===== src/rtl/program_loader.sv =====
// ICSP-style serial programming front end: 6-bit commands and 16-bit frames on PGC/PGD,
// drives the program memory write/read port and holds the CPU in reset while programming.
module program_loader #(
    parameter int unsigned ADDR_WIDTH  = 13,
    parameter int unsigned INSTR_WIDTH = 14,
    parameter int unsigned RD_LATENCY  = 2
) (
    input  logic                   clk,
    input  logic                   rst,
    input  logic                   prog_en,
    input  logic                   pgc,
    input  logic                   pgd_in,
    output logic                   pgd_out,
    output logic                   pgd_oe,
    output logic                   cpu_hold,
    output logic                   busy,
    output logic [ADDR_WIDTH-1:0]  mem_addr,
    output logic                   mem_wr_en,
    output logic [INSTR_WIDTH-1:0] mem_wr_data,
    output logic                   mem_rd_en,
    input  logic [INSTR_WIDTH-1:0] mem_rd_data
);
    localparam int unsigned FRAME_W = INSTR_WIDTH + 2;
    localparam int unsigned CMD_W   = 6;
    localparam int unsigned CNT_W   = $clog2(FRAME_W);
    localparam int unsigned WAIT_W  = $clog2(RD_LATENCY + 2);

    localparam logic [CMD_W-1:0] CMD_LOAD_DATA  = 6'h02;
    localparam logic [CMD_W-1:0] CMD_READ_DATA  = 6'h04;
    localparam logic [CMD_W-1:0] CMD_INC_ADDR   = 6'h06;
    localparam logic [CMD_W-1:0] CMD_BEGIN_PROG = 6'h08;
    localparam logic [CMD_W-1:0] CMD_RESET_ADDR = 6'h16;

    typedef enum logic [2:0] {
        ST_IDLE,
        ST_CMD,
        ST_LOAD,
        ST_WRITE,
        ST_RD_WAIT,
        ST_RD_SHIFT
    } state_t;

    state_t state, state_d;

    logic [1:0] prog_sync;
    logic [2:0] pgc_sync;
    logic [1:0] pgd_sync;
    logic       prog_s, pgd_s, pgc_rise, pgc_fall;

    logic [FRAME_W-1:0]     shift_reg, shift_reg_d, shift_in;
    logic [CNT_W-1:0]       bit_cnt, bit_cnt_d;
    logic [WAIT_W-1:0]      rd_wait_cnt, rd_wait_cnt_d;
    logic                   cmd_rdy, cmd_rdy_d;
    logic [CMD_W-1:0]       cmd;
    logic                   cmd_last, frame_last, rd_done;
    logic                   pgd_out_d, pgd_oe_d, cpu_hold_d, busy_d;
    logic                   mem_wr_en_d, mem_rd_en_d;
    logic [ADDR_WIDTH-1:0]  mem_addr_d;
    logic [INSTR_WIDTH-1:0] mem_wr_data_d;

    // Pin synchronizers; pgc and pgd share the same depth so data lines up with the edge
    always_ff @(posedge clk or negedge rst) begin
        if (!rst) begin
            prog_sync <= '0;
            pgc_sync  <= '0;
            pgd_sync  <= '0;
        end else begin
            prog_sync <= {prog_sync[0], prog_en};
            pgc_sync  <= {pgc_sync[1:0], pgc};
            pgd_sync  <= {pgd_sync[0], pgd_in};
        end
    end

    assign prog_s     = prog_sync[1];
    assign pgd_s      = pgd_sync[1];
    assign pgc_rise   = pgc_sync[1] & ~pgc_sync[2];
    assign pgc_fall   = ~pgc_sync[1] & pgc_sync[2];
    assign shift_in   = {pgd_s, shift_reg[FRAME_W-1:1]};
    assign cmd        = shift_reg[FRAME_W-1 -: CMD_W];
    assign cmd_last   = (bit_cnt == CNT_W'(CMD_W - 1));
    assign frame_last = (bit_cnt == CNT_W'(FRAME_W - 1));
    assign rd_done    = (rd_wait_cnt == WAIT_W'(RD_LATENCY));

    always_ff @(posedge clk or negedge rst) begin
        if (!rst) begin
            state <= ST_IDLE;
        end else begin
            state <= state_d;
        end
    end

    // Next state; losing prog_en overrides everything
    always_comb begin
        state_d = state;
        if (!prog_s) begin
            state_d = ST_IDLE;
        end else begin
            case (state)
                ST_IDLE: state_d = ST_CMD;
                ST_CMD: begin
                    if (cmd_rdy) begin
                        case (cmd)
                            CMD_LOAD_DATA:  state_d = ST_LOAD;
                            CMD_READ_DATA:  state_d = ST_RD_WAIT;
                            CMD_BEGIN_PROG: state_d = ST_WRITE;
                            default:        state_d = ST_CMD;
                        endcase
                    end
                end
                ST_LOAD:     if (pgc_fall && frame_last) state_d = ST_CMD;
                ST_WRITE:    state_d = ST_CMD;
                ST_RD_WAIT:  if (rd_done) state_d = ST_RD_SHIFT;
                ST_RD_SHIFT: if (pgc_fall && frame_last) state_d = ST_CMD;
                default:     state_d = ST_IDLE;
            endcase
        end
    end

    // Datapath and registered-output next values
    always_comb begin
        shift_reg_d   = shift_reg;
        bit_cnt_d     = bit_cnt;
        rd_wait_cnt_d = rd_wait_cnt;
        cmd_rdy_d     = 1'b0;
        mem_addr_d    = mem_addr;
        mem_wr_data_d = mem_wr_data;
        pgd_out_d     = pgd_out;

        if (!prog_s) begin
            bit_cnt_d     = '0;
            rd_wait_cnt_d = '0;
        end else begin
            case (state)
                ST_IDLE: mem_addr_d = '0;
                ST_CMD: begin
                    if (cmd_rdy) begin
                        if (cmd == CMD_INC_ADDR)   mem_addr_d = mem_addr + ADDR_WIDTH'(1);
                        if (cmd == CMD_RESET_ADDR) mem_addr_d = '0;
                    end else if (pgc_fall) begin
                        shift_reg_d = shift_in;
                        if (cmd_last) begin
                            bit_cnt_d = '0;
                            cmd_rdy_d = 1'b1;
                        end else begin
                            bit_cnt_d = bit_cnt + CNT_W'(1);
                        end
                    end
                end
                ST_LOAD: begin
                    if (pgc_fall) begin
                        shift_reg_d = shift_in;
                        if (frame_last) begin
                            bit_cnt_d     = '0;
                            mem_wr_data_d = shift_in[FRAME_W-2:1];
                        end else begin
                            bit_cnt_d = bit_cnt + CNT_W'(1);
                        end
                    end
                end
                ST_RD_WAIT: begin
                    if (rd_done) begin
                        rd_wait_cnt_d = '0;
                        shift_reg_d   = {1'b0, mem_rd_data, 1'b0};
                    end else begin
                        rd_wait_cnt_d = rd_wait_cnt + WAIT_W'(1);
                    end
                end
                ST_RD_SHIFT: begin
                    if (pgc_rise) begin
                        pgd_out_d   = shift_reg[0];
                        shift_reg_d = {1'b0, shift_reg[FRAME_W-1:1]};
                    end
                    if (pgc_fall) begin
                        bit_cnt_d = frame_last ? '0 : bit_cnt + CNT_W'(1);
                    end
                end
                default: ;
            endcase
        end

        if (state_d != ST_RD_SHIFT) pgd_out_d = 1'b0;
        pgd_oe_d    = (state_d == ST_RD_SHIFT);
        cpu_hold_d  = (state_d != ST_IDLE);
        busy_d      = (state_d != ST_IDLE) && (state_d != ST_CMD);
        mem_wr_en_d = (state_d == ST_WRITE);
        mem_rd_en_d = (state_d == ST_RD_WAIT) && (rd_wait_cnt_d < WAIT_W'(RD_LATENCY));
    end

    always_ff @(posedge clk or negedge rst) begin
        if (!rst) begin
            shift_reg   <= '0;
            bit_cnt     <= '0;
            rd_wait_cnt <= '0;
            cmd_rdy     <= 1'b0;
            mem_addr    <= '0;
            mem_wr_data <= '0;
            pgd_out     <= 1'b0;
            pgd_oe      <= 1'b0;
            cpu_hold    <= 1'b0;
            busy        <= 1'b0;
            mem_wr_en   <= 1'b0;
            mem_rd_en   <= 1'b0;
        end else begin
            shift_reg   <= shift_reg_d;
            bit_cnt     <= bit_cnt_d;
            rd_wait_cnt <= rd_wait_cnt_d;
            cmd_rdy     <= cmd_rdy_d;
            mem_addr    <= mem_addr_d;
            mem_wr_data <= mem_wr_data_d;
            pgd_out     <= pgd_out_d;
            pgd_oe      <= pgd_oe_d;
            cpu_hold    <= cpu_hold_d;
            busy        <= busy_d;
            mem_wr_en   <= mem_wr_en_d;
            mem_rd_en   <= mem_rd_en_d;
        end
    end

endmodule

===== config.mk =====
export PLATFORM = sky130hd
export DESIGN_NAME = program_loader
export DESIGN_NICKNAME = d
export VERILOG_FILES = /design/src/rtl/program_loader.sv
export SDC_FILE = /design/constraint.sdc
export NUM_CORES = 1
export LEC_CHECK = 0
export ABC_AREA = 1
export CAP_MARGIN = 10
export CORE_UTILIZATION = 55
export DETAILED_ROUTE_END_ITERATION = 16
export DONT_BUFFER_PORTS = 1
export GPL_ROUTABILITY_DRIVEN = 0
export PLACE_DENSITY_LB_ADDON = 0.2
export SYNTH_ARGS = -nofsm -noshare
export SYNTH_HDL_FRONTEND = slang
export SYNTH_SLANG_ARGS = --single-unit

===== constraint.sdc =====
create_clock -name clk -period 2.1 [get_ports clk]
set_clock_uncertainty 0.05 [all_clocks]
set_input_delay 0.21 -clock clk [delete_from_list [all_inputs] [get_ports clk]]
set_output_delay 0.21 -clock clk [all_outputs]
set_load 0.01 [all_outputs]

# Word level (Yosys, flattened, before mapping)
# Cells that the tools add are included.
dict set report totals {
  regBits 66
  output_inout_bits 33
}
dict set report classes {
  add_sub_neg 3
  order_cmp 1
  eq_ne 27
  muxes 34
  bitwise_logic 4
  reduce_logical 17
}
# cell count
set op_table {}
lappend op_table {{16-bit 2-to-1 mux} 4}
lappend op_table {{16-bit one-hot mux with 4 select lines} 1}
lappend op_table {{13-bit 2-to-1 mux} 3}
lappend op_table {{13-bit one-hot mux with 2 select lines} 1}
lappend op_table {{4-bit 2-to-1 mux} 6}
lappend op_table {{13-bit by 1-bit adder with 13-bit output, second input constant} 1}
lappend op_table {{3-bit == test, second input constant} 4}
lappend op_table {{6-bit by 3-bit == test with 1-bit output, second input constant} 2}
lappend op_table {{3-bit 2-to-1 mux} 4}
lappend op_table {{3-bit != test, second input constant} 4}
lappend op_table {{3-bit one-hot mux with 4 select lines} 1}
lappend op_table {{4-bit AND reduction} 3}
lappend op_table {{3-bit by 2-bit == test with 1-bit output, second input constant} 3}
lappend op_table {{1-bit 2-to-1 mux} 9}
lappend op_table {{3-bit one-hot mux with 3 select lines} 1}
lappend op_table {{2-bit != test, second input constant} 4}
lappend op_table {{4-bit one-hot mux with 2 select lines} 1}
lappend op_table {{2-bit nonzero test} 4}
lappend op_table {{6-bit by 2-bit == test with 1-bit output, second input constant} 1}
lappend op_table {{6-bit by 4-bit == test with 1-bit output, second input constant} 1}
lappend op_table {{6-bit by 5-bit == test with 1-bit output, second input constant} 1}
lappend op_table {{2-bit 2-to-1 mux} 3}
lappend op_table {{3-bit by 2-bit != test with 1-bit output, second input constant} 2}
lappend op_table {{5-bit AND reduction} 1}
lappend op_table {{other kinds (16)} 21}

# Depth between registers and ports, before layout
# Gate-level depths: netlist of run 1.
dict set report logic_depth {
  ltp_word 9
  depth_mapped 10
  depth_no_buf 10
}

# Worst setup path before layout of run 1
# OpenSTA, ideal clock, no wires.
dict set report synth_timing {
  kind {register to register}
  startpoint {register bit_cnt[0]}
  endpoint {register mem_wr_data[11]}
  arrival_ns 1.336
  required_time_ns 1.923
  path_slack_ns 0.587
  stages_incl_launch_ff 10
  n_path_buf 1
  synth_period_minus_slack_ns 1.513
  cell_sequence {dfrtp_1 -> ha_1 -> nand2_1 -> nor2_1 -> nand2_1 -> nor2_2 -> nand2_2 -> buf_2 -> nand2_1 -> o21ai_0}
}
dict set report synth_between {
  elab_chain_cells 2
}
# item line_no
set synth_lines {}
lappend synth_lines {{from (decl)} 51} ;# logic [CNT_W-1:0] bit_cnt, bit_cnt_d;
lappend synth_lines {{from (signal assigned)} 205} ;# bit_cnt <= bit_cnt_d;
lappend synth_lines {{4-bit == test} 81} ;# assign frame_last = (bit_cnt == CNT_W'(FRAME_W - 1));
lappend synth_lines {{4-bit AND reduction (no line)} n/a}
lappend synth_lines {{to (signal assigned)} 209} ;# mem_wr_data <= mem_wr_data_d;
lappend synth_lines {{to (decl)} 19} ;# output logic [INSTR_WIDTH-1:0] mem_wr_data,
# No other way between the ends.
# A chain may end at the register's enable or synchronous reset.

# Worst setup path after layout of run 1
# Ends and elaborated chain as after synthesis.

==> results of run 1 <==
==> worst reg2reg max path, stage by stage (launching register included) <==
cell	delay, ns
dfrtp_1	0.41
ha_1	0.20
nand2_1	0.05
nor2_1	0.13
nand2_1	0.13
nor2_2	0.14
nand2_2	0.29
o21ai_0	0.32
==> stage by stage <==
step,hold slack (ns),setup slack [ns]
floorplan,-0.136,0.587
finish,0.0539,0.280
CTS,0.0449,0.276
detailed placement,-0.134,0.291
global placement,-0.134,0.329
global route,0.0871,0.0286
==> routing by layer <==
layer,vias to the layer above,share of wire (%)
met5,-,0
met4,0,1.6
met3,13,6.3
met2,75,46
met1,1212,46
li1,1320,-
==> power breakdown <==
group | switching (mW) | leakage [nW] | internal (mW)
sequential | 0.0705 | 0.862 | 1.37
clock | 0.464 | 0.0920 | 0.481
combinational | 0.216 | 0.750 | 0.104
==> cell families (layout without fill, tap and decap cells) <==
kind of cell / Yosys count / in the layout / share of synthesized area, %
AOI/OAI and AO/OA: 71 / 71 / 11.7
xor gates and xnor gates: 2 / 2 / 0.547
adders and majority gates: 3 / 3 / 1.17
buffers and inverters: 65 / 80 / 8.04
DFF: 66 / 66 / 51.5
muxes: 1 / 1 / 0.312
and+or+nand+nor: 203 / 203 / 26.7
==> area by class of cell <==
class / instances / area (sq um)
Multi-Input combinational cell: 280 / 1300
Sequential cell: 66 / 1650
Inverter: 56 / 210
Tap cell: 72 / 90.1
Timing Repair Buffer: 9 / 97.6
Clock buffer: 12 / 155
Fill cell: 488 / 2060
Clock inverter: 3 / 15.0
==> synth_stat cells <==
master,instances
nand4_1,7
xor2_1,1
a21oi_1,6
buf_1,1
mux2i_1,1
clkbuf_1,1
nand3_2,2
xnor2_1,1
nand2_1,116
nand2_2,4
nand3_1,23
buf_4,2
or2_2,1
o21ai_0,54
nor2_4,1
buf_2,5
nor2_2,3
inv_2,4
o211ai_1,1
o2111ai_1,1
o21bai_1,1
dfrtp_1,66
o21a_1,3
o21ai_1,4
inv_1,52
nor3_1,6
o21ai_2,1
nor2_1,40
ha_1,3
==> worst paths after layout <==
check / from / end / depth (start not counted)
min in group asynchronous: rst / mem_wr_data[9] / 2
setup / recovery: bit_cnt[0] / mem_wr_data[11] / 7
setup reg to reg: bit_cnt[0] / mem_wr_data[11] / 7
hold reg to reg: prog_sync[0] / prog_sync[1] / 0
max in group asynchronous: rst / pgc_sync[0] / 2
hold / removal: mem_rd_data[13] / shift_reg[14] / 4
==> results.md, run 1 <==
- Finished Core Util: 63.1%
- Mapped Area: around 3200 sq um
- YS warnings: 0
- Most frequent cells in the layout: 116 x nand2_1, 66 x dfrtp_1, 54 x o21ai_0
- Post-CTS sizing: 0
- Fin crit period: 1.82 ns
- GRT overflow: 0
- Worst min path class: input port to flip-flop
- Share of the synthesized area in the top cell type: slightly above 50%
- DP HPWL: around 4.5 mm
- DR WL/cell: between 10 and 15 um
- Global routing usage on met2: around 40%
- Sink Count: 66
- Most common cell after layout, fill and taps aside: nand2_1
- CTS H-tree lvls: 3
- Routed vias: 2620
- CP bufs+invs: 0
- Final Cell Area: ~3500 sq um
- Synth area leaders: dfrtp_1 52%, nand2_1 14%, o21ai_0 8.4%
- Setup Viol. Count Final: 0
- CTS max path bufs: 2
- Initial Utilization: 57.5%
- Fmax: ~0.55 GHz
- Worst-Skew Late Latency: ~0.34 ns
- Slew margin rel.: between 60% and 70%
- CP delay by family, top: simple AND/OR/NAND/NOR gates
- CP Cell Sequence: ha_1, nand2_1, nor2_1, nand2_1, nor2_2, nand2_2, o21ai_0
- CP Data Arrival Time: around 2.0 ns
- Vias per cell: 5.26
- Largest stage delay, worst path: 0.41 ns
- Status: finished, final reports clean
- Nets@finish: 444
- Crit path kind: flip-flop to flip-flop
- Antenna cells: 0
- Setup TNS: 0 ns
- Cells after Synth: ~400
- Post-route ant nets: 0
- Worst reg-to-reg setup slack: between 0.2 and 0.3 ns
- Post-synthesis sequential area ratio: 51.5%
- Total wire length: 6.55 mm
- Row cnt: 27
- Placed Cells: 478
- Tot Pwr: about 2.7 mW
- Cell taking the most area after synthesis: dfrtp_1
- Ports: 52
- Grt met3 use: 6.63%
- Synthesized flop and latch total: 66
- Critical path's most frequent cell: nand2_1
- Area of the core: about 5600 sq um
- Hold_buf cts: 5
- Required time worst endpoint: 2.30 ns
- Worst vdd ir: roughly 550 uV
- GRT Total Usage: 24.1%
- CTS buffer count: 9
- Global-route wire length before repair: between 10 and 15 mm
- Vias in the first global route: 2517
- Largest register FFs: 16
- Filler-free cell count of the finished design: 498
- P per Cell Area: 770 nW/um^2
- CTS tree: built
- RSZ-0062 raised after global routing: no
- Largest net degree at the start of global routing: 67
- Clock transition at the registers of the reported paths: 0.07 ns
- Net Count, Synth: between 400 and 500
- DRT Pass-1 Iters: 4
- Worst setup SP type: flip-flop
- Root Buffer: clkbuf_8
- Die Wd: 78.3 um
- Final period utilization: 86.7%
- Proportion of layout cells with a drive suffix above 1: between 8 and 9%
- GRT busiest layer: met2
- Worst Tran Pin Value: between 0.4 and 0.5 ns
- # DRC: 0
- Chip height: 78.3 um
- Initial antenna violation count: 0
- Leakage: 1.70 nW
- Max_cap viols: 0
- Initial detailed-routing violation count: approximately 190
- Full die area: 6140 sq um
- Max-slew violation count: 0
- P&R area growth vs syn: 9.68%
- Final Hold Viols: 0
- IO Port Bufs: 0
- Setup bufs post-CTS: 0
- Syn avg cell area: slightly below 8 sq um
- CP max FO: 28
- Placed cell area: between 3000 and 4000 sq um
- Distinct cells, synth: 29
- Crit-path slowest cell: dfrtp_1
- Crit path capture type: flip-flop
- GRT met1 Usage: 31.2%
(Power assumes the default switching activity.)
==> run 2: changes to the inputs <==
- clock period: 2.1 -> 1.66 ns (I/O delays scaled with it)
==> run 2 against run 1 <==
Compared with the run above:
- the flow now finishes with violations (hold timing)
- worst hold slack worse by 0.59 ns
- total power grew 39%
- sequential cell count unchanged
- non-clock buffer count grew 11
- final area is 5.3% higher
- global-route usage rose by 0.25 points
- fmax rose by 16%
- critical path depth increased by 2
- worst setup slack got worse by 0.19 ns
- sequential share of layout area decreased by 2.2 points
- clock power rose by 60%
- core utilization grew 3.4 points
- critical path type unchanged
- critical endpoint is now mem_wr_data[5]
- largest cell class unchanged
- highest routed layer unchanged
==> results.md, run 2 (synthesized netlist as in run 1, its figures left out) <==
- Failing checks: hold timing
- Most common cell after layout, fill and taps aside: nand2_1 (unchanged)
- Chip height: 78.3 um (unchanged)
- CTS tree: built (unchanged)
- # DRC: 0 (unchanged)
- Full die area: 6140 sq um (unchanged)
- Sink Count: 66 (unchanged)
- P per Cell Area: 1020 nW/um^2 (was 770 nW/um^2)
- DP HPWL: 4.69 mm (was 4.50 mm)
- Ports: 52 (unchanged)
- GRT Total Usage: 24.4% (was 24.1%)
- DR WL/cell: 13.6 um (was 13.1 um)
- CP delay by family, top: simple AND/OR/NAND/NOR gates (unchanged)
- Worst min path class: input port to asynchronous set/reset pin (was input port to flip-flop)
- Largest stage delay, worst path: 0.39 ns (was 0.41 ns)
- Pint: 2.83 mW (was 1.96 mW)
- Clock network fraction of total power: 40.2% (was 34.9%)
- Vias in the first global route: 2566 (was 2517)
- DRT Pass-1 Iters: 6 (was 4)
- Initial Utilization: 57.5% (unchanged)
- Initial detailed-routing violation count: 263 (was 188)
- Reg power frac: 47.9% (was 53.3%)
- CTS buffer count: 9 (unchanged)
- Routed vias: 2746 (was 2620)
- Die Wd: 78.3 um (unchanged)
- Max_cap viols: 0 (unchanged)
- Crit-path slowest cell: dfrtp_1 (unchanged)
- Area of the core: 5570 sq um (unchanged)
- CP Cell Sequence: ha_2, nand2_1, nor2_2, nand2_2, nor2_2, nand2_2, buf_12, nand2_1, o21ai_0 (was ha_1, nand2_1, nor2_1, nand2_1, nor2_2, nand2_2, o21ai_0)
- Global-route wire length before repair: 11.5 mm (was 11.4 mm)
- Most frequent cells in the layout: 113 x nand2_1, 61 x dfrtp_1, 53 x o21ai_0 (was 116 x nand2_1, 66 x dfrtp_1, 54 x o21ai_0)
- Fmax: 0.635 GHz (was 0.549 GHz)
- IO Port Bufs: 0 (unchanged)
- Root Buffer: clkbuf_8 (unchanged)
- Hold_buf cts: 3 (was 5)
- CTS H-tree lvls: 3 (unchanged)
- Antenna cells: 0 (unchanged)
- Crit path capture type: flip-flop (unchanged)
- Nets@finish: 455 (was 444)
- CP max FO: 28 (unchanged)
- Status: finished with violations (was finished, final reports clean)
- CP bufs+invs: 1 (was 0)
- Required time worst endpoint: 1.83 ns (was 2.30 ns)
- Clock transition at the registers of the reported paths: 0.07 ns (about the same)
- Finished Core Util: 66.4% (was 63.1%)
- Leakage: 1.77 nW (was 1.70 nW)
- P_sw: 0.944 mW (was 0.751 mW)
- Logic pwr share: 11.9% (was 11.8%)
- P&R area growth vs syn: 15.5% (was 9.68%)
- Largest net degree at the start of global routing: 67 (unchanged)
- Setup Viol. Count Final: 0 (unchanged)
- Post-route ant nets: 0 (unchanged)
- CTS max path bufs: 2 (unchanged)
- Proportion of layout cells with a drive suffix above 1: 13.7% (was 8.22%)
- RSZ-0062 raised after global routing: yes (was no)
- Fin crit period: 1.57 ns (was 1.82 ns)
- Setup TNS: 0 ns (unchanged)
- Slew margin rel.: 78.3% (was 68.8%)
- Initial antenna violation count: 0 (unchanged)
- Worst vdd ir: 519 uV (was 550 uV)
- Crit path kind: flip-flop to flip-flop (unchanged)
- Worst setup SP type: flip-flop (unchanged)
- CP Data Arrival Time: 1.74 ns (was 2.02 ns)
- Worst Tran Pin Value: 0.323 ns (was 0.466 ns)
- Worst-Skew Late Latency: 0.34 ns (about the same)
- Vias per cell: 5.39 (was 5.26)
- Fillers: 469 (was 488)
- Final period utilization: 94.8% (was 86.7%)
- Total wire length: 6.93 mm (was 6.55 mm)
- Switching Share: 25.0% (was 27.8%)
- GRT overflow: 0 (unchanged)
- Final Hold Viols: 66 (was 0)
- Largest register FFs: 16 (unchanged)
- Max-slew violation count: 0 (unchanged)
- Row cnt: 27 (unchanged)
- Final Hold Slack: -0.538 ns (was 0.0539 ns)
## run 2: changes by cell type in the layout (fill, tap and decap cells not counted), sizes merged
cell	previous run	this run
clkbuf	12	14
buf	5	16
dlygate4sd3	4	3
bufinv	0	2
clkinv	3	0
## run 2: final cells by class
| type | count | area (sq um) | area share, % |
|---|---|---|---|
| well taps | 72 | 90.1 | 2.43 |
| clock buffers | 13 | 159 | 4.29 |
| inverters | 56 | 215 | 5.81 |
| clock inverters | 2 | 60.1 | 1.62 |
| multi-input cells | 280 | 1330 | 35.9 |
| flip-flops and latches | 66 | 1660 | 44.8 |
| repair buffers | 20 | 190 | 5.14 |
## run 2: final timing paths
path,from,end,slack [ns],cells after the start
worst max-delay path,bit_cnt[1],mem_wr_data[5],0.09,9
worst min-delay path,rst,shift_reg[12],-0.54,0
worst max register to register,bit_cnt[1],mem_wr_data[5],0.09,9
worst min register to register,pgc_sync[0],pgc_sync[1],0.30,0
max in group asynchronous,rst,state[0],1.95,0
min in group clk,mem_rd_data[13],shift_reg[14],0.01,4
## run 2: timing repair
action / 4_1_cts / 5_1_grt
endpoints found under the hold margin: 69 / 66
gates resized for setup: 0 / 23
endpoints found under the setup margin: 0 / 44
setup buffers: 0 / 3
## run 2: through the flow
stage	setup WS, ns	area (sq um)	instances	power [mW]
global route	-0.0376	3700	509	3.94
CTS	0.0477	3620	505	3.76
floorplan	0.147	3210	411	2.11
finish	0.0855	3700	509	3.77
global placement	0.0743	3370	487	2.24
detailed placement	0.0678	3370	487	2.25
## run 2: worst reg2reg max path, cell delays in order, from the launching register on
cell     delay [ns]
dfrtp_1        0.39
ha_2           0.22
nand2_1        0.08
nor2_2         0.13
nand2_2        0.09
nor2_2         0.13
nand2_2        0.08
buf_12         0.16
nand2_1        0.06
o21ai_0        0.07
## run 2: routing by layer
layer  routed length, um  vias to the layer above  part of all wire [%]  track usage, %
li1                    -                     1348                     -               -
met5                   0                        -                     0               0
met2                3320                      104                    48            38.3
met4                 207                        0                   3.0            13.3
met3                 406                       24                   5.9            5.47
met1                3000                     1270                    43            31.2
## run 2: power groups by stage
stage | combinational, mW | sequential [mW] | clock [mW]
4_1_cts | 0.424 | 1.81 | 1.53
6_report | 0.450 | 1.81 | 1.51
2_1_floorplan | 0.284 | 1.83 | 0
3_3_place_gp | 0.404 | 1.83 | 0
5_1_grt | 0.529 | 1.82 | 1.59
3_5_place_dp | 0.416 | 1.84 | 0
==> run 3: changes to the inputs <==
- ABC_AREA: 1 -> not set
- CORE_UTILIZATION: 55 -> 40
==> run 3 against run 2 <==
Compared with the run above:
- the flow finishes with violations (hold timing, setup timing)
- critical path depth shrank 3
- cell count shrank 8.4%
- core utilization decreased by 9.0 points
- area after synthesis down 3.0%
- final area rose by 14%
- worst hold slack better by 0.012 ns
- register-to-register slack worse by 0.16 ns
- sequential power up 2%
- largest cell class unchanged
==> results.md, run 3 <==
- Fin crit period: 1.74 ns (was 1.57 ns)
- YS warnings: 0 (unchanged)
- Number of synthesized flops with an enable pin: 0 (unchanged)
- Largest net degree at the start of global routing: 67 (unchanged)
- Adder-Cell Fraction of Synth Area: 1.21% (was 1.17%)
- Post-route setup slack: -0.0786 ns (was 0.0855 ns)
- Synth area leaders: dfrtp_1 53%, mux2_2 5.1%, mux2i_1 4.8% (was dfrtp_1 52%, nand2_1 14%, o21ai_0 8.4%)
- Final Cell Area: 4230 sq um (was 3700 sq um)
- Worst vdd ir: 598 uV (was 519 uV)
- Most common cell after layout, fill and taps aside: dfrtp_1 (was nand2_1)
- CP Data Arrival Time: 1.91 ns (was 1.74 ns)
- Crit path kind: flip-flop to flip-flop (unchanged)
- Largest register FFs: 16 (unchanged)
- CTS buffer count: 9 (unchanged)
- Post-route ant nets: 0 (unchanged)
- Proportion of layout cells with a drive suffix above 1: 34.9% (was 13.7%)
- Post-synthesis sequential area ratio: 53.1% (was 51.5%)
- Failing checks: hold timing, setup timing (was hold timing)
- P per Cell Area: 912 nW/um^2 (was 1020 nW/um^2)
- Row cnt: 31 (was 27)
- Mux contribution to synthesized area: 9.90% (was 0.312%)
- Crit path capture type: flip-flop (unchanged)
- Initial detailed-routing violation count: 72 (was 263)
- CP Cell Sequence: buf_6, nor3b_4, nand2_2, nor2_4, buf_12, mux2_2 (was ha_2, nand2_1, nor2_2, nand2_2, nor2_2, nand2_2, buf_12, nand2_1, o21ai_0)
- Synth top cells by count: 66 x dfrtp_1, 35 x nand2_1, 25 x o21ai_0, 19 x nor2_1, 15 x mux2i_1 (was 116 x nand2_1, 66 x dfrtp_1, 54 x o21ai_0, 52 x inv_1, 40 x nor2_1)
- Net Count, Synth: 310 (was 433)
- DR WL/cell: 15.1 um (was 13.6 um)
- RSZ-0062 raised after global routing: yes (unchanged)
- P&R area growth vs syn: 36.1% (was 15.5%)
- Syn avg cell area: 10.8 sq um (was 7.80 sq um)
- Reg-to-Reg Start: state[1] (was bit_cnt[1])
- Required time worst endpoint: 1.84 ns (was 1.83 ns)
- Vias in the first global route: 2519 (was 2566)
- IO Port Bufs: 0 (unchanged)
- Largest stage delay, worst path: 0.41 ns (was 0.39 ns)
- Main synth FF type: dfrtp_1 (unchanged)
- Routed vias: 2377 (was 2746)
- Vias per cell: 5.10 (was 5.39)
- Root Buffer: clkbuf_8 (unchanged)
- CTS H-tree lvls: 3 (unchanged)
- Worst min path class: input port to asynchronous set/reset pin (unchanged)
- Worst reg-to-reg setup slack: -0.08 ns (was 0.09 ns)
- Sink Count: 66 (unchanged)
- Setup TNS: -1.60 ns (was 0 ns)
- Distinct cells, synth: 49 (was 29)
- GRT Total Usage: 18.5% (was 24.4%)
- Initial Utilization: 42.2% (was 57.5%)
- Initial antenna violation count: 0 (unchanged)
- Status: finished with violations (unchanged)
- Synthesized flop and latch total: 66 (unchanged)
- Worst r2r dst: mem_wr_data[3] (was mem_wr_data[5])
- Simple-gate share of the synthesized area: 18.4% (was 26.7%)
- Mapped Area: 3110 sq um (was 3210 sq um)
- CTS max path bufs: 2 (unchanged)
- Synth Area in Compound Gates: 12.7% (was 11.7%)
- DP HPWL: 4.60 mm (was 4.69 mm)
- Final Hold Slack: -0.526 ns (was -0.538 ns)
- Max_cap viols: 0 (unchanged)
- Antenna cells: 0 (unchanged)
- Most common cell in the netlist: dfrtp_1 (was nand2_1)
- Share of the synthesized area in the top cell type: 53.1% (was 51.5%)
- Hold_buf cts: 17 (was 3)
- Clock transition at the registers of the reported paths: 0.07 ns (about the same)
- Fmax: 0.575 GHz (was 0.635 GHz)
- Crit-path slowest cell: dfrtp_2 (was dfrtp_1)
- Final period utilization: 105% (was 94.8%)
- CTS tree: built (unchanged)
- Final Hold Viols: 66 (unchanged)
- Main combinational cell family by area after synthesis: simple AND/OR/NAND/NOR gates (unchanged)
- Asr flop ratio synth: 100% (unchanged)
- Area of the core: 7370 sq um (was 5570 sq um)
- Worst setup SP type: flip-flop (unchanged)
- XOR/XNOR Fraction of Synth Area: 2.25% (was 0.546%)
- Cells after Synth: 288 (was 411)
- Worst Tran Pin Value: 0.360 ns (was 0.323 ns)
- Global-route wire length before repair: 11.9 mm (was 11.5 mm)
- Chip height: 90.2 um (was 78.3 um)
- Die Wd: 90.2 um (was 78.3 um)
- Worst-Skew Late Latency: 0.34 ns (about the same)
- GRT overflow: 0 (unchanged)
- CP max FO: 14 (was 28)
- Setup Viol. Count Final: 39 (was 0)
- Nets@finish: 385 (was 455)
- Most frequent cells in the layout: 62 x dfrtp_1, 47 x buf_4, 33 x nand2_1 (was 113 x nand2_1, 61 x dfrtp_1, 53 x o21ai_0)
- Leakage: 1.90 nW (was 1.77 nW)
- Cell taking the most area after synthesis: dfrtp_1 (unchanged)
- Max-slew violation count: 0 (unchanged)
- Ports: 52 (unchanged)
- Fillers: 629 (was 469)
- Finished Core Util: 57.4% (was 66.4%)
- Placed cell area: 3580 sq um (was 3370 sq um)
- # DRC: 0 (unchanged)
- Worst r2r path cells: 6 (was 9)
- DRT Pass-1 Iters: 4 (was 6)
- Slew margin rel.: 75.9% (was 78.3%)
- Tot Pwr: 3.86 mW (was 3.77 mW)
- Full die area: 8130 sq um (was 6140 sq um)
- Total wire length: 7.02 mm (was 6.93 mm)
[run 3: cell types whose count changed after synthesis, sizes merged, moves of 13 or more]
cell / previous run / this run
nor2: 44 / 19
nand3: 25 / 12
mux2i: 1 / 15
inv: 56 / 7
o21ai: 59 / 26
mux2: 0 / 14
nand2: 120 / 36
[run 3: worst max path at each step]
| stage | startpoint | cells past startpoint | to |
|---|---|---|---|
| after CTS | state[1] | 6 | mem_wr_data[9] |
| after detailed placement | state[2] | 5 | bit_cnt[1] |
| after global routing | state[1] | 6 | bit_cnt[0] |
| after global placement | state[2] | 5 | bit_cnt[0] |
| after floorplan | state[2] | 5 | mem_addr[8] |
| final | state[1] | 6 | mem_wr_data[3] |
[run 3: timing repair]
item	in CTS	in global routing
pin swaps	6	6
setup endpoints to repair	43	50
endpoints found under the hold margin	83	66
buffers inserted	11	4
gates resized for setup	32	22
[run 3: layout make-up]
class / instances / area, sq um / area share, %
inverters: 7 / 26.3 / 0.621
clock buffers: 10 / 138 / 3.25
well taps: 99 / 124 / 2.93
repair buffers: 74 / 653 / 15.4
flip-flops and latches: 66 / 1660 / 39.1
multi-input cells: 205 / 1560 / 36.8
clock inverters: 5 / 78.8 / 1.86
[run 3: worst max-delay path: cells and delay by family, from the launching register on]
| kind | cells | cell delay (ns) |
|---|---|---|
| buffers and inverters | 2 | 0.29 |
| muxes | 1 | 0.34 |
| DFF | 1 | 0.41 |
| and+or+nand+nor | 3 | 0.53 |
[run 3: logic make-up after synthesis]
group,after synthesis
AOI/OAI and AO/OA,57
buffers and inverters,17
xor gates and xnor gates,8
and+or+nand+nor,108
DFF,66
adders and majority gates,3
muxes,29
[run 3: through the flow]
| stage | hold slack, ns | cells | setup WS [ns] |
|---|---|---|---|
| floorplan | -0.180 | 288 | -0.0523 |
| global placement | -0.176 | 420 | -0.126 |
| detailed placement | -0.177 | 420 | -0.187 |
| CTS | -0.550 | 463 | -0.0639 |
| global route | -0.565 | 466 | -0.141 |
| finish | -0.526 | 466 | -0.0786 |
[run 3: layer usage]
metal | part of all wire, % | up-vias | track usage (%)
met5 | 0 | - | 0
met4 | 1.1 | 0 | 5.24
met3 | 5.8 | 9 | 6.68
met2 | 48 | 51 | 30.8
met1 | 45 | 1145 | 22.7
li1 | - | 1172 | -
[run 3: where the power goes]
| part | leakage [nW] | switching, mW | internal [mW] |
|---|---|---|---|
| sequential | 0.870 | 0.115 | 1.74 |
| clock | 0.112 | 0.619 | 0.876 |
| combinational | 0.922 | 0.244 | 0.267 |
| total | 1.90 | 0.978 | 2.88 |
